**config.mk**
```make
export PLATFORM = sky130hd
export DESIGN_NAME = step0_ctrl
export DESIGN_NICKNAME = d
export VERILOG_FILES = /design/src/rtl/fft_pkg.sv /design/src/rtl/step0_ctrl.sv
export SDC_FILE = /design/constraint.sdc
export NUM_CORES = 1
export LEC_CHECK = 0
export BUFFER_PORTS_ARGS = -buffer_cell sky130_fd_sc_hd__buf_2
export CAP_MARGIN = 20
export CORE_MARGIN = 5
export CORE_UTILIZATION = 24
export DETAILED_ROUTE_END_ITERATION = 10
export SLEW_MARGIN = 25
export SYNTH_ARGS = -nofsm -noshare
export SYNTH_HDL_FRONTEND = slang
export SYNTH_SLANG_ARGS = --single-unit
```
**constraint.sdc**
```tcl
create_clock -name clk -period 4.5 [get_ports clk]
set_clock_uncertainty 0.2 [all_clocks]
set_input_delay 0.675 -clock clk [delete_from_list [all_inputs] [get_ports clk]]
set_output_delay 0.675 -clock clk [all_outputs]
set_load 0.02 [all_outputs]
```
**src/rtl/fft_pkg.sv**
```systemverilog
`default_nettype none
// ============================================================================
//  Module      : fft_pkg
//  Description : Shared constants and types for the 512-point radix-2 DIF FFT.
//                Holds the frame geometry used by the stage-0 sequencer, the
//                FILL/BFLY phase encoding and the output-mux control bundle.
//  Revision    : 1.0  initial release
// ============================================================================
package fft_pkg;

    // Frame geometry: 512 samples carried 16 lanes per beat.
    localparam int unsigned N_FFT    = 512;
    localparam int unsigned LANES    = 16;
    // Beats per half-frame (256 samples / 16 lanes).
    localparam int unsigned BLK_HALF = N_FFT / 2 / LANES;
    // Beat counter width covering one whole frame.
    localparam int unsigned CNT_W    = $clog2(2 * BLK_HALF);
    // Sub-result buffer / twiddle-block index width.
    localparam int unsigned ADDR_W   = CNT_W - 1;

    // Stage-0 phase: first half-frame only fills the shift register,
    // second half-frame combines with the delayed first half.
    typedef enum logic {
        FILL = 1'b0,
        BFLY = 1'b1
    } step0_phase_e;

    // Control bundle travelling with each beat handed to step1.
    typedef struct packed {
        logic              out_valid;
        logic              out_sel;    // 0 = live add path, 1 = drained sub path
        logic [ADDR_W-1:0] tw_idx;     // twiddle block for sub beats, 0 otherwise
    } step0_omux_t;

    // True when an index addresses the final entry of a half-frame.
    function automatic logic is_last_idx(input logic [ADDR_W-1:0] idx);
        return idx == ADDR_W'(BLK_HALF - 1);
    endfunction

endpackage : fft_pkg
`default_nettype wire

```
**src/rtl/step0_ctrl.sv**
```systemverilog
`default_nettype none
// ============================================================================
//  Module      : step0_ctrl
//  Description : Sequencer for FFT stage 0 (512-pt radix-2 DIF, 16 lanes per
//                beat, 32 beats per frame). Counts input beats, separates the
//                shift-register fill half from the butterfly half, addresses
//                the 16-entry sub-result buffer and interleaves live add beats
//                with drained sub beats onto a single stream for step1.
//  Ports       : clk, rstn (async active-low)
//                din_valid            - one 16-lane beat this cycle
//                sr_shift, bf_en      - combinational shift / combine enables
//                sub_wr, sub_wr_addr  - sub-result buffer write (registered)
//                sub_rd, sub_rd_addr  - sub-result buffer read  (registered)
//                out_valid, out_sel,
//                tw_idx               - step1 output-mux control (registered)
//                frame_done           - pulse with the last drained sub beat
//                busy                 - frame in progress or drain active
//  Options     : STEP0_SOF_EN adds din_sof (start-of-frame, qualified by
//                din_valid) and sync_err (1-cycle pulse on a misaligned SOF).
//  Revision    : 1.0  initial release
// ============================================================================
module step0_ctrl
    import fft_pkg::*;
#(
    parameter int unsigned BLK_HALF = fft_pkg::BLK_HALF,
    parameter int unsigned CNT_W    = fft_pkg::CNT_W
) (
    input  logic               clk,
    input  logic               rstn,
    input  logic               din_valid,
`ifdef STEP0_SOF_EN
    input  logic               din_sof,
    output logic               sync_err,
`endif
    output logic               sr_shift,
    output logic               bf_en,
    output logic               sub_wr,
    output logic [CNT_W-2:0]   sub_wr_addr,
    output logic               sub_rd,
    output logic [CNT_W-2:0]   sub_rd_addr,
    output logic               out_valid,
    output logic               out_sel,
    output logic [CNT_W-2:0]   tw_idx,
    output logic               frame_done,
    output logic               busy
);

    localparam int unsigned AW = CNT_W - 1;

    // ------------------------------------------------------------------
    // State
    // ------------------------------------------------------------------
    logic [CNT_W-1:0] r_beat_cnt;
    logic             r_drain_act;
    logic [AW-1:0]    r_drain_cnt;
    logic             r_sub_wr;
    logic [AW-1:0]    r_sub_wr_addr;
    step0_omux_t      r_omux;
    logic             r_frame_done;
`ifdef STEP0_SOF_EN
    logic             r_sync_err;
`endif

    // ------------------------------------------------------------------
    // Beat decode
    // ------------------------------------------------------------------
    logic             w_sof_beat;
    logic [CNT_W-1:0] w_cnt_eff;
    step0_phase_e     w_phase;
    logic             w_bf_en;
    logic             w_last_beat;

`ifdef STEP0_SOF_EN
    assign w_sof_beat = din_valid & din_sof;
`else
    assign w_sof_beat = 1'b0;
`endif

    // A start-of-frame beat is always beat 0, whatever the counter says.
    // This also drops any partial frame: its remaining BFLY beats are never
    // reached and its drain never starts.
    assign w_cnt_eff   = w_sof_beat ? '0 : r_beat_cnt;
    assign w_phase     = step0_phase_e'(w_cnt_eff[CNT_W-1]);
    assign w_bf_en     = din_valid & (w_phase == BFLY);
    assign w_last_beat = w_bf_en & (w_cnt_eff == CNT_W'(2 * BLK_HALF - 1));

    // ------------------------------------------------------------------
    // Sequencer
    // ------------------------------------------------------------------
    always_ff @(posedge clk or negedge rstn) begin
        if (!rstn) begin
            r_beat_cnt    <= '0;
            r_drain_act   <= 1'b0;
            r_drain_cnt   <= '0;
            r_sub_wr      <= 1'b0;
            r_sub_wr_addr <= '0;
            r_omux        <= '0;
            r_frame_done  <= 1'b0;
`ifdef STEP0_SOF_EN
            r_sync_err    <= 1'b0;
`endif
        end else begin
            // Counter only moves on accepted beats; gaps freeze it.
            if (din_valid) begin
                r_beat_cnt <= w_cnt_eff + 1'b1;
            end

            // Butterfly results are registered, so the sub write lands one
            // cycle after the combine, together with the add beat.
            r_sub_wr <= w_bf_en;
            if (w_bf_en) begin
                r_sub_wr_addr <= w_cnt_eff[AW-1:0];
            end

            // Drain runs freely for one half-frame once the last BFLY beat
            // is in, regardless of din_valid.
            if (w_last_beat) begin
                r_drain_act <= 1'b1;
                r_drain_cnt <= '0;
            end else if (r_drain_act) begin
                r_drain_cnt <= r_drain_cnt + 1'b1;
                if (is_last_idx(r_drain_cnt)) begin
                    r_drain_act <= 1'b0;
                end
            end

            // Output mux: read data appears the cycle after sub_rd. The
            // next frame's FILL half keeps add beats away from the drain.
            if (w_bf_en) begin
                r_omux.out_valid <= 1'b1;
                r_omux.out_sel   <= 1'b0;
                r_omux.tw_idx    <= '0;
            end else if (r_drain_act) begin
                r_omux.out_valid <= 1'b1;
                r_omux.out_sel   <= 1'b1;
                r_omux.tw_idx    <= r_drain_cnt;
            end else begin
                r_omux           <= '0;
            end

            r_frame_done <= ~w_bf_en & r_drain_act & is_last_idx(r_drain_cnt);

`ifdef STEP0_SOF_EN
            r_sync_err <= w_sof_beat & (r_beat_cnt != '0);
`endif
        end
    end

    // ------------------------------------------------------------------
    // Outputs
    // ------------------------------------------------------------------
    assign sr_shift    = din_valid;
    assign bf_en       = w_bf_en;
    assign sub_wr      = r_sub_wr;
    assign sub_wr_addr = r_sub_wr_addr;
    assign sub_rd      = r_drain_act;
    assign sub_rd_addr = r_drain_cnt;
    assign out_valid   = r_omux.out_valid;
    assign out_sel     = r_omux.out_sel;
    assign tw_idx      = r_omux.tw_idx;
    assign frame_done  = r_frame_done;
    assign busy        = (r_beat_cnt != '0) | r_drain_act;
`ifdef STEP0_SOF_EN
    assign sync_err    = r_sync_err;
`endif

    // An add beat and a sub read falling due together would lose data.
    a_no_collision : assert property (
        @(posedge clk) disable iff (!rstn) !(w_bf_en && r_drain_act)
    );

endmodule : step0_ctrl
`default_nettype wire

```
== Yosys cells after proc, flatten, opt, wreduce, memory -nomap -nowiden ==
Cells that the tools add are included.
Storage, ports and cells
  output and inout port bits: 20
  register bits: 22
Cells by class
  bitwise gates (word level): 6
  reduce and logical (&&, ||, !) cells: 2
  add/subtract/negate cells: 2
  equal/unequal tests: 2
  muxes and demuxes: 7
Operators by type and width (count)
  $mux 6: 2
  $mux 4: 2
  $add 5x1->5 const B: 1
  $eq 5x5->1 const B: 1
  $reduce_bool 5->1: 1
  $add 4x1->4 const B: 1
  $and 1x1->1: 4
  $eq 4x4->1 const B: 1
  $mux 1: 3
  $reduce_bool 2->1: 1
  $not 1->1: 1
  $or 1x1->1: 1

== Depth between registers and ports, before layout ==
Gate-level depths: netlist of run 1.
  word-level depth: 4
  mapped depth: 5
  gate-level depth less buffers: 5

== Least setup slack after synthesis of run 1 ==
Ideal clock, no wire load.
  path type: input -> output
  from: in din_valid
  to: out bf_en
  data arrival time: 1.110 ns
  stages: 4
  path buffers: 2
  setup slack: 2.515 ns
  required time: 3.625 ns
  cells stage by stage: buf_6 > nand2_4 > buf_6 > inv_1
Between the ends
  longest elaborated chain between the ends: 1
RTL lines
  from (decl): line step0_ctrl.sv:30  | input logic din_valid,
  $and 1x1->1: line step0_ctrl.sv:84  | assign w_bf_en = din_valid & (w_phase == BFLY);
  to (decl): line step0_ctrl.sv:36  | output logic bf_en,
No other way between the ends.

== Final worst setup path of run 1 ==
  from: reg r_drain_act (netlist: sub_rd)
  to: out busy
Between the ends
  longest elaborated chain between the ends: 1
RTL lines
  from (decl): line step0_ctrl.sv:54  | logic r_drain_act;
  from (signal assigned): line step0_ctrl.sv:93  | r_drain_act <= 1'b0;
  from (signal assigned): line step0_ctrl.sv:118  | r_drain_act <= 1'b1;
  from (signal assigned): line step0_ctrl.sv:123  | r_drain_act <= 1'b0;
  $or 1x1->1: line step0_ctrl.sv:162  | assign busy = (r_beat_cnt != '0) | r_drain_act;
  to (decl): line step0_ctrl.sv:45  | output logic busy
No other way between the ends.

==> summary.txt, run 1 <==
Status
  – Status: finished clean

Clock network
  – # Post-CTS Setup Buffers: 0
  – Gates resized, CTS repair: 0
  – Max Root-Sink Buffers: 2
  – Max H-tree Level: 1
  – Reg clk slew, reported paths: 0.08 ns
  – CTS Hold Bufs: 0
  – TritonCTS Buffers: 3
  – CTS tree: built
  – # clock sinks: 22
  – Worst skew pair latency: 0.25 ns
  – Clock Tree Root: clkbuf_8

Detailed routing
  – DR iter-0 viols: 25
  – DR WL/cell: 11.0 um
  – Drt total wl: 1550 um
  – Drt via density: 3.97
  – DRT Pass-1 Iters: 4
  – Via count: 560
  – DRC errors left: 0
  – Post-DRT Antenna Nets: 0

Power
  – Worst VDD drop: 0.180 mV
  – Clock power frac: 0.253
  – PwrDens: 636 nW/um2
  – Internal power: 462 uW
  – LEAKAGE: 0.576 nW
  – Switching portion of total power: 0.344
  – Sequential power share: 0.445
  – Net Sw Power: 242 uW
  – Comb power frac: 0.303

Logic synthesis
  – Mapped Area: 903 um2
  – Ys Warns: 0
  – #FFs+latches synth: 22
  – Synth cell types: 22
  – Syn Area/Cell: 12.7 um2
  – Seq/Total Area, Yosys: 0.609
  – Syn Nets: 78
  – Syn Inst Count: 71

Floorplanning
  – Top Ports: 23
  – Core Region: 3660 um2
  – Initial Util: 0.247
  – Die H: 71.4 um
  – # rows: 22
  – Die footprint: 5090 um2
  – Die Wd: 71.4 um

Global routing
  – Global route overflow: 0
  – GRT Resource Usage Total: 0.0668
  – Largest net degree at the start of global routing: 23
  – Initial antenna violation count: 0
  – First-pass GRT wire length: 2740 um
  – Vias in the first global route: 598

Critical path
  – Setup crit start kind: register
  – WP data required: 3.62 ns
  – R2R cell count: 5
  – Worst Setup End Kind: primary output
  – Critical path class: register to primary output
  – WP data arrival: 1.32 ns
  – Maximum fanout along the worst path: 13

Timing
  – Setup TNS Final: 0 ns
  – Slew @ Worst Pin: 0.479 ns
  – Slew HR: 0.680
  – Minimum clock period: 2.20 ns
  – Final hold vios: 0
  – Max Slew Vio Count: 0
  – F_max: 455 MHz
  – Final critical-path share of the clock period: 0.489
  – RSZ-0062 raised after global routing: no
  – Final setup violating endpoints: 0

Finish
  – Fill cells: 381
  – Most frequent cells in the layout: 22 x dfrtp_1, 22 x buf_2, 6 x nand2_1, 5 x and3_1
  – Area Growth Syn to Fin: 22.6%
  – Multi-input logic area: 304 um2
  – # diodes: 0
  – Final instance area: 1110 um2
  – Sequential cell area: 551 um2
  – Nets: 101
  – Fraction of final layout cells with drive strength greater than 1: 0.344

Hold path
  – Worst min-delay path class: input pin to asynchronous set/reset pin

Place
  – GPL Wtd Cong: 0.731
  – HPWL Detailed: 1180 um
  – Port Buffers: 22
  – Dpl cell area: 1040 um2

Run
  – Max cap viols: 0
-- per-stage QoR --
step	utilization	setup slack (ns)	instances	power, mW	hold slack, ns
global placement	0.283	2.41	137	0.524	0.264
detailed placement	0.283	2.39	137	0.534	0.282
CTS	0.302	2.28	141	0.715	0.173
finish	0.302	2.30	141	0.704	0.169
floorplan	-	2.51	71	0.459	0.179
global route	0.302	2.16	141	0.755	0.196
-- cell usage after synthesis --
cell,n,area share
xnor2_1,3,0.029
nand4_1,2,0.014
and2_1,1,0.0069
mux2_2,3,0.037
nand2_1,6,0.025
o21ai_0,3,0.017
nor4_1,1,0.0069
buf_6,2,0.025
and3_1,5,0.035
dfrtp_1,22,0.61
nor2_1,4,0.017
xor2_1,3,0.029
nand2b_1,1,0.0069
nand2_4,1,0.012
and3_2,1,0.0083
buf_4,2,0.017
and3_4,1,0.012
ha_1,4,0.055
a21o_1,1,0.0083
nand3_1,1,0.0055
inv_1,3,0.012
mux2i_1,1,0.011
-- final cells by class --
| type | count | share of cell area |
|---|---|---|
| flip-flops and latches | 22 | 0.497 |
| repair buffers | 22 | 0.0994 |
| inverters | 3 | 0.0102 |
| clock inverters | 1 | 0.0271 |
| multi-input cells | 42 | 0.275 |
| well taps | 48 | 0.0542 |
| clock buffers | 3 | 0.0373 |
-- sequential cells by signal (all words and copies together), names as in the netlist --
name and count:
out_sel 1, sub_rd 1, sub_rd_addr 4, tw_idx 4, frame_done 1, out_valid 1, r_beat_cnt 5, sub_wr 1
sub_wr_addr 4
-- cell families (layout without fill, tap and decap cells) --
group                    Yosys count  count (layout)  synth area share
AO/OA/AOI/OAI                      4               4            0.0249
XOR/XNOR                           6               6            0.0582
adder cells (fa/ha/maj)            4               4            0.0554
buffers and inverters              7              29            0.0540
flip-flops                        22              22             0.609
multiplexers                       4               4            0.0485
AND/OR/NAND/NOR                   24              24             0.150
-- worst max-delay path, stage by stage (launching register included) --
cell,delay (ns)
dfrtp_1,0.52
nor4_1,0.31
nand2_1,0.08
buf_2,0.16
-- power by group through the flow --
stage	combinational (mW)	clock, mW	sequential [mW]
floorplan	0.111	0	0.348
global placement	0.210	0	0.314
detailed placement	0.217	0	0.317
CTS	0.218	0.182	0.314
global route	0.241	0.191	0.323
finish	0.213	0.178	0.313
-- routing by layer --
layer | wire length [um] | share of wire | vias up | global-route usage
met3 | 104 | 0.067 | 2 | 0.0224
met1 | 656 | 0.42 | 267 | 0.0718
met5 | 0 | 0 | - | 0
li1 | - | - | 275 | -
met4 | 19 | 0.012 | 0 | 0.0376
met2 | 772 | 0.50 | 16 | 0.114
-- path summary, 6_finish.rpt --
| check | slack [ns] | endpoint | startpoint |
|---|---|---|---|
| max | 2.30 | busy | sub_rd$_DFF_PN0_ |
| min | 0.17 | r_beat_cnt[0]$_DFFE_PN0P_ | rstn |
| max reg2reg | 2.77 | sub_rd$_DFF_PN0_ | r_beat_cnt[0]$_DFFE_PN0P_ |
| min reg2reg | 0.29 | sub_wr_addr[1]$_DFFE_PN0P_ | sub_wr_addr[1]$_DFFE_PN0P_ |
| max in group asynchronous | 3.61 | sub_wr_addr[1]$_DFFE_PN0P_ | rstn |
| min in group clk | 0.29 | sub_wr_addr[1]$_DFFE_PN0P_ | sub_wr_addr[1]$_DFFE_PN0P_ |
(Power assumes the default switching activity.)
==> inputs of run 2 (changes only) <==
==> constraint.sdc (replaced) <==
create_clock -name clk -period 2.2 [get_ports clk]
set_clock_uncertainty 0.2 [all_clocks]
set_input_delay 0.33 -clock clk [delete_from_list [all_inputs] [get_ports clk]]
set_output_delay 0.33 -clock clk [all_outputs]
set_load 0.02 [all_outputs]
==> run 2 against run 1 <==
Against the previous run:
- global-route usage increased by 0.35 points
- highest routed layer unchanged
- non-clock buffer count up 1
- sequential power increased by 100%
- cell count did not move
- via count grew 5.2%
- register-to-register slack worse by 2.2 ns
- first-iteration DRC count shrank 28%
- setup slack lost 2.0 ns
- clock power is 34% higher
- clock-buffer cell count unchanged
- largest cell class unchanged
==> summary.txt, run 2 (same netlist as run 1, synthesis figures left out) <==
Clock network
  – Clock Tree Root: clkbuf_8 (unchanged)
  – Reg clk slew, reported paths: 0.07 ns (was 0.08 ns)
  – # Post-CTS Setup Buffers: 0 (unchanged)
  – Worst skew pair latency: 0.26 ns (was 0.25 ns)
  – CTS tree: built (unchanged)
  – CTS Hold Bufs: 1 (was 0)
  – TritonCTS Buffers: 3 (unchanged)
  – # clock sinks: 22 (unchanged)
  – Gates resized, CTS repair: 0 (unchanged)
  – Max Root-Sink Buffers: 2 (unchanged)
  – Max H-tree Level: 1 (unchanged)

Critical path
  – Critical path class: register to primary output (unchanged)
  – WP data required: 1.67 ns (was 3.62 ns)
  – Crit-path max cell delay: 0.52 ns (about the same)
  – Worst Setup End Kind: primary output (unchanged)
  – Setup crit start kind: register (unchanged)
  – CP max stage cell: dfrtp_1 (unchanged)
  – R2R cell count: 5 (unchanged)
  – Crit-path cells: nor4_1 > nand2_1 > buf_2 (unchanged)
  – Maximum fanout along the worst path: 13 (unchanged)
  – WP data arrival: 1.35 ns (was 1.32 ns)

Global routing
  – First-pass GRT wire length: 2770 um (was 2740 um)
  – Largest net degree at the start of global routing: 23 (unchanged)
  – Vias in the first global route: 580 (was 598)
  – Global route overflow: 0 (unchanged)
  – Initial antenna violation count: 0 (unchanged)
  – GRT Resource Usage Total: 0.0703 (was 0.0668)

Power
  – Internal power: 823 uW (was 462 uW)
  – Comb power frac: 0.331 (was 0.303)
  – Switching portion of total power: 0.371 (was 0.344)
  – Worst VDD drop: 0.318 mV (was 0.180 mV)
  – Sequential power share: 0.486 (was 0.445)
  – PwrDens: 1200 nW/um2 (was 636 nW/um2)
  – Net Sw Power: 486 uW (was 242 uW)
  – Clock power frac: 0.183 (was 0.253)
  – LEAKAGE: 0.566 nW (was 0.576 nW)

Finish
  – Most flops, register: r_beat_cnt (unchanged)
  – Max FFs per register: 5 (unchanged)
  – # diodes: 0 (unchanged)
  – Fill cells: 398 (was 381)
  – Area Growth Syn to Fin: 20.4% (was 22.6%)
  – Fraction of final layout cells with drive strength greater than 1: 0.333 (was 0.344)
  – Nets: 102 (was 101)
  – Most frequent cells in the layout: 22 x dfrtp_1, 22 x buf_2, 6 x nand2_1, 5 x and3_1 (unchanged)

Timing
  – Worst Setup Slack, final: 0.317 ns (was 2.30 ns)
  – Final hold vios: 0 (unchanged)
  – Minimum clock period: 1.88 ns
  – Final critical-path share of the clock period: 0.856
  – F_max: 531 MHz
  – Slew @ Worst Pin: 0.477 ns (was 0.479 ns)
  – Slew HR: 0.682 (was 0.680)
  – Max Slew Vio Count: 0 (unchanged)
  – RSZ-0062 raised after global routing: no (unchanged)
  – Final setup violating endpoints: 0 (unchanged)
  – Setup TNS Final: 0 ns (unchanged)

Run
  – Max cap viols: 0 (unchanged)

Floorplanning
  – # rows: 22 (unchanged)
  – Top Ports: 23 (unchanged)
  – Die H: 71.4 um (unchanged)
  – Die footprint: 5090 um2 (unchanged)
  – Core Region: 3660 um2 (unchanged)
  – Die Wd: 71.4 um (unchanged)
  – Initial Util: 0.247 (unchanged)

Hold path
  – Worst min-delay path class: input pin to register (was input pin to asynchronous set/reset pin)
  – Hold Path Stages: 2

Status
  – Status: finished clean (unchanged)

Place
  – GPL Wtd Cong: 0.742 (was 0.731)
  – Worst slack at placement: 0.532 ns (was 2.39 ns)
  – Port Buffers: 22 (unchanged)
  – HPWL Detailed: 1180 um (about the same)

Detailed routing
  – Via count: 589 (was 560)
  – Post-DRT Antenna Nets: 0 (unchanged)
  – DRT Pass-1 Iters: 2 (was 4)
  – Drt total wl: 1650 um (was 1550 um)
  – DR iter-0 viols: 18 (was 25)
  – DR WL/cell: 11.7 um (was 11.0 um)
  – Drt via density: 4.18 (was 3.97)
  – DRC errors left: 0 (unchanged)
## run 2: cell types whose count changed in the layout (fill, tap and decap cells not counted), sizes merged
| cell | before | now |
|---|---|---|
| dlygate4sd3 | 0 | 1 |
| bufinv | 1 | 0 |
## run 2: through the flow
stage	area (um2)	total power [mW]	util	instances	hold WS [ns]
final	1090	1.31	0.297	141	0.199
after global routing	1090	1.41	0.297	141	0.218
after CTS	1090	1.34	0.297	141	0.189
after detailed placement	1040	1.09	0.283	137	0.115
after global placement	1040	1.07	0.283	137	0.106
after floorplan	903	0.939	-	71	-0.166
## run 2: layout make-up
class,instances,area [um2],area share
Sequential cell,22,551,0.506
Multi-Input combinational cell,42,304,0.280
Timing Repair Buffer,23,120,0.110
Tap cell,48,60.1,0.0552
Clock buffer,3,41.3,0.0380
Inverter,3,11.3,0.0104
## run 2: final timing paths
path,slack [ns],end,startpoint
min in group asynchronous,0.38,r_beat_cnt[4]$_DFFE_PN0P_,rstn
worst max register to register,0.53,sub_rd$_DFF_PN0_,r_beat_cnt[0]$_DFFE_PN0P_
worst min-delay path,0.20,r_beat_cnt[0]$_DFFE_PN0P_,din_valid
max in group asynchronous,1.09,out_valid$_DFF_PN0_,rstn
worst max-delay path,0.32,busy,sub_rd$_DFF_PN0_
worst min register to register,0.28,sub_wr_addr[0]$_DFFE_PN0P_,sub_wr_addr[0]$_DFFE_PN0P_
## run 2: power by group through the flow
stage               Clock (mW)  Sequential [mW]  Combinational (mW)
global route             0.265            0.658               0.492
finish                   0.239            0.637               0.433
global placement             0            0.638               0.434
detailed placement           0            0.645               0.443
floorplan                    0            0.711               0.228
CTS                      0.251            0.638               0.446
## run 2: layer usage
metal	GRT usage	routed length [um]
met1	0.0762	667
met2	0.118	839
met3	0.0140	99
met4	0.0564	41
met5	0	0
## run 2: critical path: cells and delay by family, from the launching register on
kind	cells	cell delay [ns]
buffers and inverters	1	0.16
and+or+nand+nor	2	0.42
DFF	1	0.52
